===== config.mk =====
export PLATFORM = sky130hd
export DESIGN_NAME = iiitb_icg_bank
export DESIGN_NICKNAME = d
export VERILOG_FILES = /design/src/rtl/iiitb_icg_bank.sv
export SDC_FILE = /design/constraint.sdc
export NUM_CORES = 1
export LEC_CHECK = 0
export CORE_MARGIN = 2
export CORE_UTILIZATION = 55
export CTS_CLUSTER_SIZE = 14
export DETAILED_ROUTE_END_ITERATION = 10
export HOLD_SLACK_MARGIN = 0.02
export PLACE_DENSITY = 0.85
export SKIP_LAST_GASP = 1
export SYNTH_ARGS = -nofsm -noshare
export SYNTH_HDL_FRONTEND = slang
export SYNTH_SLANG_ARGS = --single-unit
export TNS_END_PERCENT = 20

===== constraint.sdc =====
create_clock -name clk -period 2.88 [get_ports clk]
set_input_delay 0.72 -clock clk [delete_from_list [all_inputs] [get_ports clk]]
set_output_delay 0.72 -clock clk [all_outputs]
set_load 0.01 [all_outputs]

===== src/rtl/iiitb_icg_bank.sv =====
// Multi-channel integrated clock-gating bank.
// Each channel has a gate latch, a gated data register, an idle counter for auto
// mode, and a saturating count of suppressed clock edges.
module iiitb_icg_bank #(
  parameter int unsigned CH       = 4,
  parameter int unsigned W        = 8,
  parameter int unsigned IDLE_CYC = 4,
  parameter int unsigned CNT_W    = 16
) (
  input  logic                  clk,
  input  logic                  rst_n,
  input  logic [2*CH-1:0]       mode,
  input  logic [CH-1:0]         en_req,
  input  logic [CH*W-1:0]       d,
  input  logic                  cnt_clr,
  output logic [CH*W-1:0]       q,
  output logic [CH-1:0]         gclk,
  output logic [CH-1:0]         gate_on,
  output logic [CH*CNT_W-1:0]   gated_cnt
);

  localparam int unsigned IW = 8;
  localparam logic [IW-1:0]    IDLE_MAX = IW'(IDLE_CYC);
  localparam logic [CNT_W-1:0] CNT_MAX  = {CNT_W{1'b1}};

  localparam logic [1:0] MODE_OFF  = 2'b00;
  localparam logic [1:0] MODE_ON   = 2'b01;
  localparam logic [1:0] MODE_SW   = 2'b10;
  localparam logic [1:0] MODE_AUTO = 2'b11;

  logic [CH-1:0][1:0]       mode_r_q, mode_r_d;
  logic [CH-1:0]            req_r_q, req_r_d;
  logic [CH-1:0][W-1:0]     d_r_q, d_r_d;
  logic [CH-1:0][W-1:0]     q_q, q_d;
  logic [CH-1:0][IW-1:0]    idle_q, idle_d;
  logic [CH-1:0][CNT_W-1:0] cnt_q, cnt_d;
  logic [CH-1:0]            act;
  logic [CH-1:0]            gate_en;
  logic [CH-1:0]            gate_q;

  // Gate request, idle tracking, data capture and suppressed-edge counting.
  always_comb begin
    mode_r_d = mode;
    req_r_d  = en_req;
    d_r_d    = d;
    q_d      = q_q;
    idle_d   = idle_q;
    cnt_d    = cnt_q;
    act      = '0;
    gate_en  = '0;
    for (int c = 0; c < CH; c++) begin
      act[c] = (d_r_q[c] != q_q[c]);

      case (mode_r_q[c])
        MODE_OFF: gate_en[c] = 1'b0;
        MODE_ON:  gate_en[c] = 1'b1;
        MODE_SW:  gate_en[c] = req_r_q[c];
        default:  gate_en[c] = act[c] | (idle_q[c] < IDLE_MAX);
      endcase
      gate_en[c] = gate_en[c] & rst_n;

      // Capturing only when the gate is open matches a register on gclk.
      if (gate_q[c]) begin
        q_d[c] = d_r_q[c];
      end

      // Outside auto mode park the counter at the limit so auto starts gated.
      if (mode_r_q[c] == MODE_AUTO) begin
        if (act[c]) begin
          idle_d[c] = '0;
        end else if (idle_q[c] < IDLE_MAX) begin
          idle_d[c] = idle_q[c] + IW'(1);
        end
      end else begin
        idle_d[c] = IDLE_MAX;
      end

      if (cnt_clr) begin
        cnt_d[c] = '0;
      end else if (!gate_q[c] && (cnt_q[c] != CNT_MAX)) begin
        cnt_d[c] = cnt_q[c] + CNT_W'(1);
      end
    end
  end

  // State registers with synchronous active-low reset.
  always_ff @(posedge clk) begin
    if (!rst_n) begin
      mode_r_q <= '0;
      req_r_q  <= '0;
      d_r_q    <= '0;
      q_q      <= '0;
      idle_q   <= {CH{IDLE_MAX}};
      cnt_q    <= '0;
    end else begin
      mode_r_q <= mode_r_d;
      req_r_q  <= req_r_d;
      d_r_q    <= d_r_d;
      q_q      <= q_d;
      idle_q   <= idle_d;
      cnt_q    <= cnt_d;
    end
  end

  // Gate latch: transparent while clk is low so gclk pulses are never clipped.
  always_latch begin
    if (!clk) begin
      gate_q = gate_en;
    end
  end

  assign gclk      = {CH{clk}} & gate_q;
  assign gate_on   = gate_q;
  assign q         = q_q;
  assign gated_cnt = cnt_q;

endmodule


==> results of run 1 <==
## sequential cells by signal, indices dropped and copies added (netlist names)
signal     flops
d_r_q         32
gate_on        4
gated_cnt     64
idle_q        32
mode_r_q       8
q             32
req_r_q        4
## worst max-delay path, delay by kind of cell (launching register included)
family | cells | cell delay [ps]
latches | 1 | 460
simple gates | 1 | 160
buf+inv | 1 | 90
## worst min path at each step
stage                from         end  slack, ps  cells after the start
5_1_grt         idle_q[3]   idle_q[3]        480                      1
3_3_place_gp   idle_q[30]  idle_q[30]        430                      1
2_1_floorplan  idle_q[14]  idle_q[14]        420                      1
3_5_place_dp   idle_q[19]  idle_q[19]        440                      1
4_1_cts        idle_q[19]  idle_q[19]        460                      1
6_report        idle_q[5]   idle_q[5]        460                      1
## cell families (layout without fill, tap and decap cells)
kind of cell    after synthesis  count (layout)  share of synthesized area [%]
mux                          39              39                          5.409
compound gates              127             127                          11.11
latches                       4               4                         0.8322
xor+xnor                     43              43                          5.218
buf+inv                      39             241                          2.080
simple gates                317             317                          26.25
flops                       172             172                          47.71
fa+ha+maj                     8               8                          1.387
## per-layer routing
metal	share of wire, %	track usage [%]	vias to the layer above
li1	-	-	3071
met2	49	41.81	248
met4	2.2	12.72	0
met1	41	30.93	3011
met5	0	0	-
met3	7.3	8.736	41
## cell type report
class	count	area, um^2
Multi-Input combinational cell	534	3638
Sequential cell	176	3511
Inverter	9	33.78
Clock buffer	30	619.3
Fill cell	869	2796
Clock inverter	10	78.83
Timing Repair Buffer	192	1829
Tap cell	172	215.2
## repair_timing
action	CTS	global route
gates resized for setup	28	30
setup buffers	2	9
pin swaps	1	5
hold buffers	0	0
endpoints found under the setup margin	40	67
## report_power, final
part	leakage [nW]	internal [W]	switching [W]	total [W]
clock network	0.356	0.00145	0.00106	0.00251
logic	1.95	0.000196	0.000144	0.000340
registers	1.43	0.00247	0.0000486	0.00252
## cell usage after synthesis (3+ instances only)
| master | n | area (um^2) |
|---|---|---|
| o311a_1 | 4 | 40.04 |
| nor3_1 | 12 | 60.06 |
| buf_1 | 5 | 18.77 |
| inv_1 | 9 | 33.78 |
| or4_1 | 25 | 187.7 |
| o31ai_1 | 16 | 120.1 |
| nand2b_1 | 5 | 31.28 |
| clkbuf_1 | 22 | 82.58 |
| and4_1 | 10 | 87.58 |
| a21oi_1 | 45 | 225.2 |
| a21o_1 | 6 | 45.04 |
| dlxtn_1 | 4 | 60.06 |
| ha_1 | 8 | 100.1 |
| and3_1 | 14 | 87.58 |
| nand2_1 | 46 | 172.7 |
| and2_1 | 69 | 431.7 |
| buf_2 | 3 | 15.01 |
| nand3_1 | 26 | 130.1 |
| mux2i_1 | 39 | 390.4 |
| nor2_1 | 12 | 45.04 |
| nand4_1 | 13 | 81.33 |
| nor4_1 | 14 | 87.58 |
| nor2b_1 | 34 | 212.7 |
| a31oi_1 | 5 | 31.28 |
| xnor2_1 | 7 | 61.31 |
| o21ai_0 | 34 | 170.2 |
| dfxtp_1 | 172 | 3443 |
| or3_1 | 23 | 143.9 |
| xor2_1 | 36 | 315.3 |
## stage by stage
step                      worst slack [ps]  instances  instance area [um^2]  util (%)  TNS, ps
after global placement              -357.9       1077                  9105     71.57    -4237
after floorplan                     -138.1        749                  7264         -    -1109
after global routing                -541.9       1123                  9926     78.02   -15130
after detailed placement            -385.5       1077                  9105     71.57    -5416
after CTS                           -544.8       1115                  9773     76.82    -9081
final                               -517.6       1123                  9926     78.02    -8768
==> results.sh, run 1 <==
export IMPL_violations="setup timing"
export IMPL_yosys_most_used_dff="dfxtp_1"
export IMPL_start_util_pct=56.73
export IMPL_required_ps=2160
export IMPL_ff2ff_path_depth=5
export IMPL_crit_start="gate_on[3]"
export IMPL_via_per_inst=5.673
export IMPL_nets=993
export IMPL_layout_common_cells="172 x dfxtp_1, 141 x clkdlybuf4s50_1, 65 x and2_1"
export IMPL_critPathCaptureType="primary output"
export IMPL_reg2reg_to="gated_cnt[63]"
export IMPL_crit_chain="and2_4 > buf_6"
export IMPL_fin_ws_ps=-517.6
export IMPL_relSlewSlack_pct=17.73
export IMPL_syn_inst=749
export IMPL_antenna_cells_inserted=0
export IMPL_async_reset_ff_share_pct=0
export IMPL_layout_drive_gt1_share_pct=12.20
export IMPL_fp_dieArea_mm2=0.01405
export IMPL_dr_pass1_iters=5
export IMPL_cts_tree="done"
export IMPL_pwr_density_cell_mw_per_mm2=540.7
export IMPL_port_buffers=150
export IMPL_synth_edff_count=0
export IMPL_holdCritPathClass="reg2reg"
export IMPL_whs_ps=456.7
export IMPL_reg2reg_from="gate_on[3]"
export IMPL_core_mm2=0.01272
export IMPL_final_common_cell="dfxtp_1"
export IMPL_vias=6371
export IMPL_rows=41
export IMPL_skew_ps=12.44
export IMPL_track_usage_pct=25.95
export IMPL_peakVddDrop_mv=0.4509
export IMPL_fp_dieH_um=118.6
export IMPL_insertion_delay_ps=540
export IMPL_syn_area_per_cell_um2=9.635
export IMPL_criticalPathCategory="latch2out"
export IMPL_yosysWarnings=0
export IMPL_slew_violations=0
export IMPL_crit_end="gclk[3]"
export IMPL_hpwl_um=12250
export IMPL_grt_pass1_wl_um=29340
export IMPL_first_global_vias=6271
export IMPL_io_pins=151
export IMPL_grt_max_degree=38
export IMPL_drtIter0Drc=519
export IMPL_yosysUniqueCellTypes=52
export IMPL_status="finished with violations"
export IMPL_netlist_area_mm2=0.007217
export IMPL_setup_viol=45
export IMPL_rsz0062_at_grt="yes"
export IMPL_r2r_slack_ps=-440
export IMPL_antenna_found_initial=0
export IMPL_max_cap_violations=0
export IMPL_drtAntennaViolNets=0
export IMPL_syn2layout_area_growth_pct=37.53
export IMPL_critPathSlowestCell="dlxtn_4"
export IMPL_hold_violations=0
export IMPL_globalplace_congestion=0.8524
export IMPL_overflow=0
export IMPL_die_w_um=118.6
export IMPL_ys_ff_latch=176
export IMPL_crit_arrival_ps=2680
export IMPL_leakage_nw=3.737
export IMPL_remaining_drc_errors=0
export IMPL_wire_per_inst_um=16.36
export IMPL_power_total_w=0.005367
export IMPL_syn_nets=804
export IMPL_start_kind="latch"
export IMPL_drt_total_wl_um=18370
export IMPL_clkSlewWorstSetupHoldPaths_ps=60
export IMPL_crit_fanout=4
export IMPL_critPathMaxStageDelay_ps=460
export IMPL_worst_pin_slew_ps=1221
Note: power is estimated with default switching activity, not from simulation.
==> run 2, diff against run 1 <==
--- a/config.mk
+++ b/config.mk
@@ -10,6 +10,7 @@
 export CTS_CLUSTER_SIZE = 14
 export DETAILED_ROUTE_END_ITERATION = 10
 export HOLD_SLACK_MARGIN = 0.02
+export MAX_ROUTING_LAYER = met4
 export PLACE_DENSITY = 0.85
 export SKIP_LAST_GASP = 1
 export SYNTH_ARGS = -nofsm -noshare
==> results.sh, run 2 (same netlist as run 1, synthesis figures left out) <==
export IMPL_status="finished with violations"
export IMPL_violations="setup timing"
export IMPL_place_area_mm2=0.009097
export IMPL_hpwl_um=12350
export IMPL_reg2reg_from="gate_on[3]"
export IMPL_hold_violations=0
export IMPL_core_mm2=0.01272
export IMPL_dpl_worst_slack_ps=-377.0
export IMPL_fin_setup_tns_ps=-9424
export IMPL_via_per_inst=5.649
export IMPL_skew_ps=9.379
export IMPL_wire_per_inst_um=16.12
export IMPL_first_global_vias=6292
export IMPL_final_common_cell="dfxtp_1"
export IMPL_port_buffers=150
export IMPL_antenna_found_initial=0
export IMPL_remaining_drc_errors=0
export IMPL_io_pins=151
export IMPL_syn2layout_area_growth_pct=36.65
export IMPL_overflow=0
export IMPL_crit_arrival_ps=2670
export IMPL_peakVddDrop_mv=0.5672
export IMPL_grt_max_degree=29
export IMPL_layout_drive_gt1_share_pct=11.33
export IMPL_dr_pass1_iters=5
export IMPL_rsz0062_at_grt="yes"
export IMPL_crit_fanout=3
export IMPL_vias=6304
export IMPL_fp_dieH_um=118.6
export IMPL_required_ps=2160
export IMPL_final_area_mm2=0.009862
export IMPL_nets=987
export IMPL_ctsHoldBuffers=0
export IMPL_finish_utilization_pct=77.52
export IMPL_holdCritPathClass="reg2reg"
export IMPL_insertion_delay_ps=530
export IMPL_drt_total_wl_um=17990
export IMPL_die_w_um=118.6
export IMPL_crit_start="gate_on[2]"
export IMPL_hold_start="idle_q[30]"
export IMPL_largest_reg_flops=64
export IMPL_rows=41
export IMPL_globalplace_congestion=0.8707
export IMPL_clkSlewWorstSetupHoldPaths_ps=60
export IMPL_pwr_density_cell_mw_per_mm2=551.3
export IMPL_antenna_cells_inserted=0
export IMPL_relSlewSlack_pct=22.00
export IMPL_drtIter0Drc=412
export IMPL_layout_common_cells="172 x dfxtp_1, 141 x clkdlybuf4s50_1, 66 x and2_1"
export IMPL_start_util_pct=56.73
export IMPL_fin_ws_ps=-513.2
export IMPL_grt_pass1_wl_um=29860
export IMPL_criticalPathCategory="latch2out"
export IMPL_slew_violations=0
export IMPL_max_cap_violations=0
export IMPL_setup_viol=49
export IMPL_worst_pin_slew_ps=1157
export IMPL_cts_tree="done"
export IMPL_track_usage_pct=27.01
export IMPL_critPathCaptureType="primary output"
export IMPL_leakage_nw=3.719
export IMPL_fp_dieArea_mm2=0.01405
export IMPL_drtAntennaViolNets=0
export IMPL_start_kind="latch"
run 2: cell type report:
class,count,area [um^2]
Clock inverter,8,76.32
Tap cell,172,215.2
Inverter,9,33.78
Timing Repair Buffer,186,1779
Multi-Input combinational cell,534,3610
Clock buffer,31,636.9
Sequential cell,176,3511
Fill cell,893,2860
run 2: final timing paths:
check | endpoint | slack (ps) | cells past startpoint
worst min register to register | idle_q[30] | 460 | 1
worst max register to register | gated_cnt[63] | -410 | 5
worst max-delay path | gclk[2] | -510 | 2
worst min-delay path | idle_q[30] | 460 | 1
run 2: through the flow:
stage                     power, W  hold slack [ps]  instances
after floorplan           0.002743            420.5        749
after global placement    0.002911            432.6       1076
after detailed placement  0.002927            436.7       1076
after CTS                 0.005462            445.0       1112
after global routing      0.005629            450.9       1116
final                     0.005437            455.6       1116
run 2: metal layers:
metal,routed length [um],vias to the layer above,track usage (%)
met5,0,-,-
met4,463,0,11.61
met3,1142,44,8.060
met2,8735,201,44.15
met1,7653,2989,30.77
li1,-,3070,-
run 2: worst max-delay path, stage by stage (launching register included):
cell     delay (ps)
dlxtn_2         450
and2_4          160
buf_6            90
run 2: power by group:
part | leakage (nW) | switching, W | internal, W | total, W
Sequential | 1.43 | 0.0000478 | 0.00247 | 0.00252
Combinational | 1.91 | 0.000143 | 0.000192 | 0.000336
Clock | 0.375 | 0.00102 | 0.00157 | 0.00258
run 2: what timing repair did:
action	in CTS	in global routing
endpoints found under the setup margin	44	67
buffers inserted	1	4
gates resized for setup	26	23
hold endpoints to repair	0	0
pin swaps	0	8
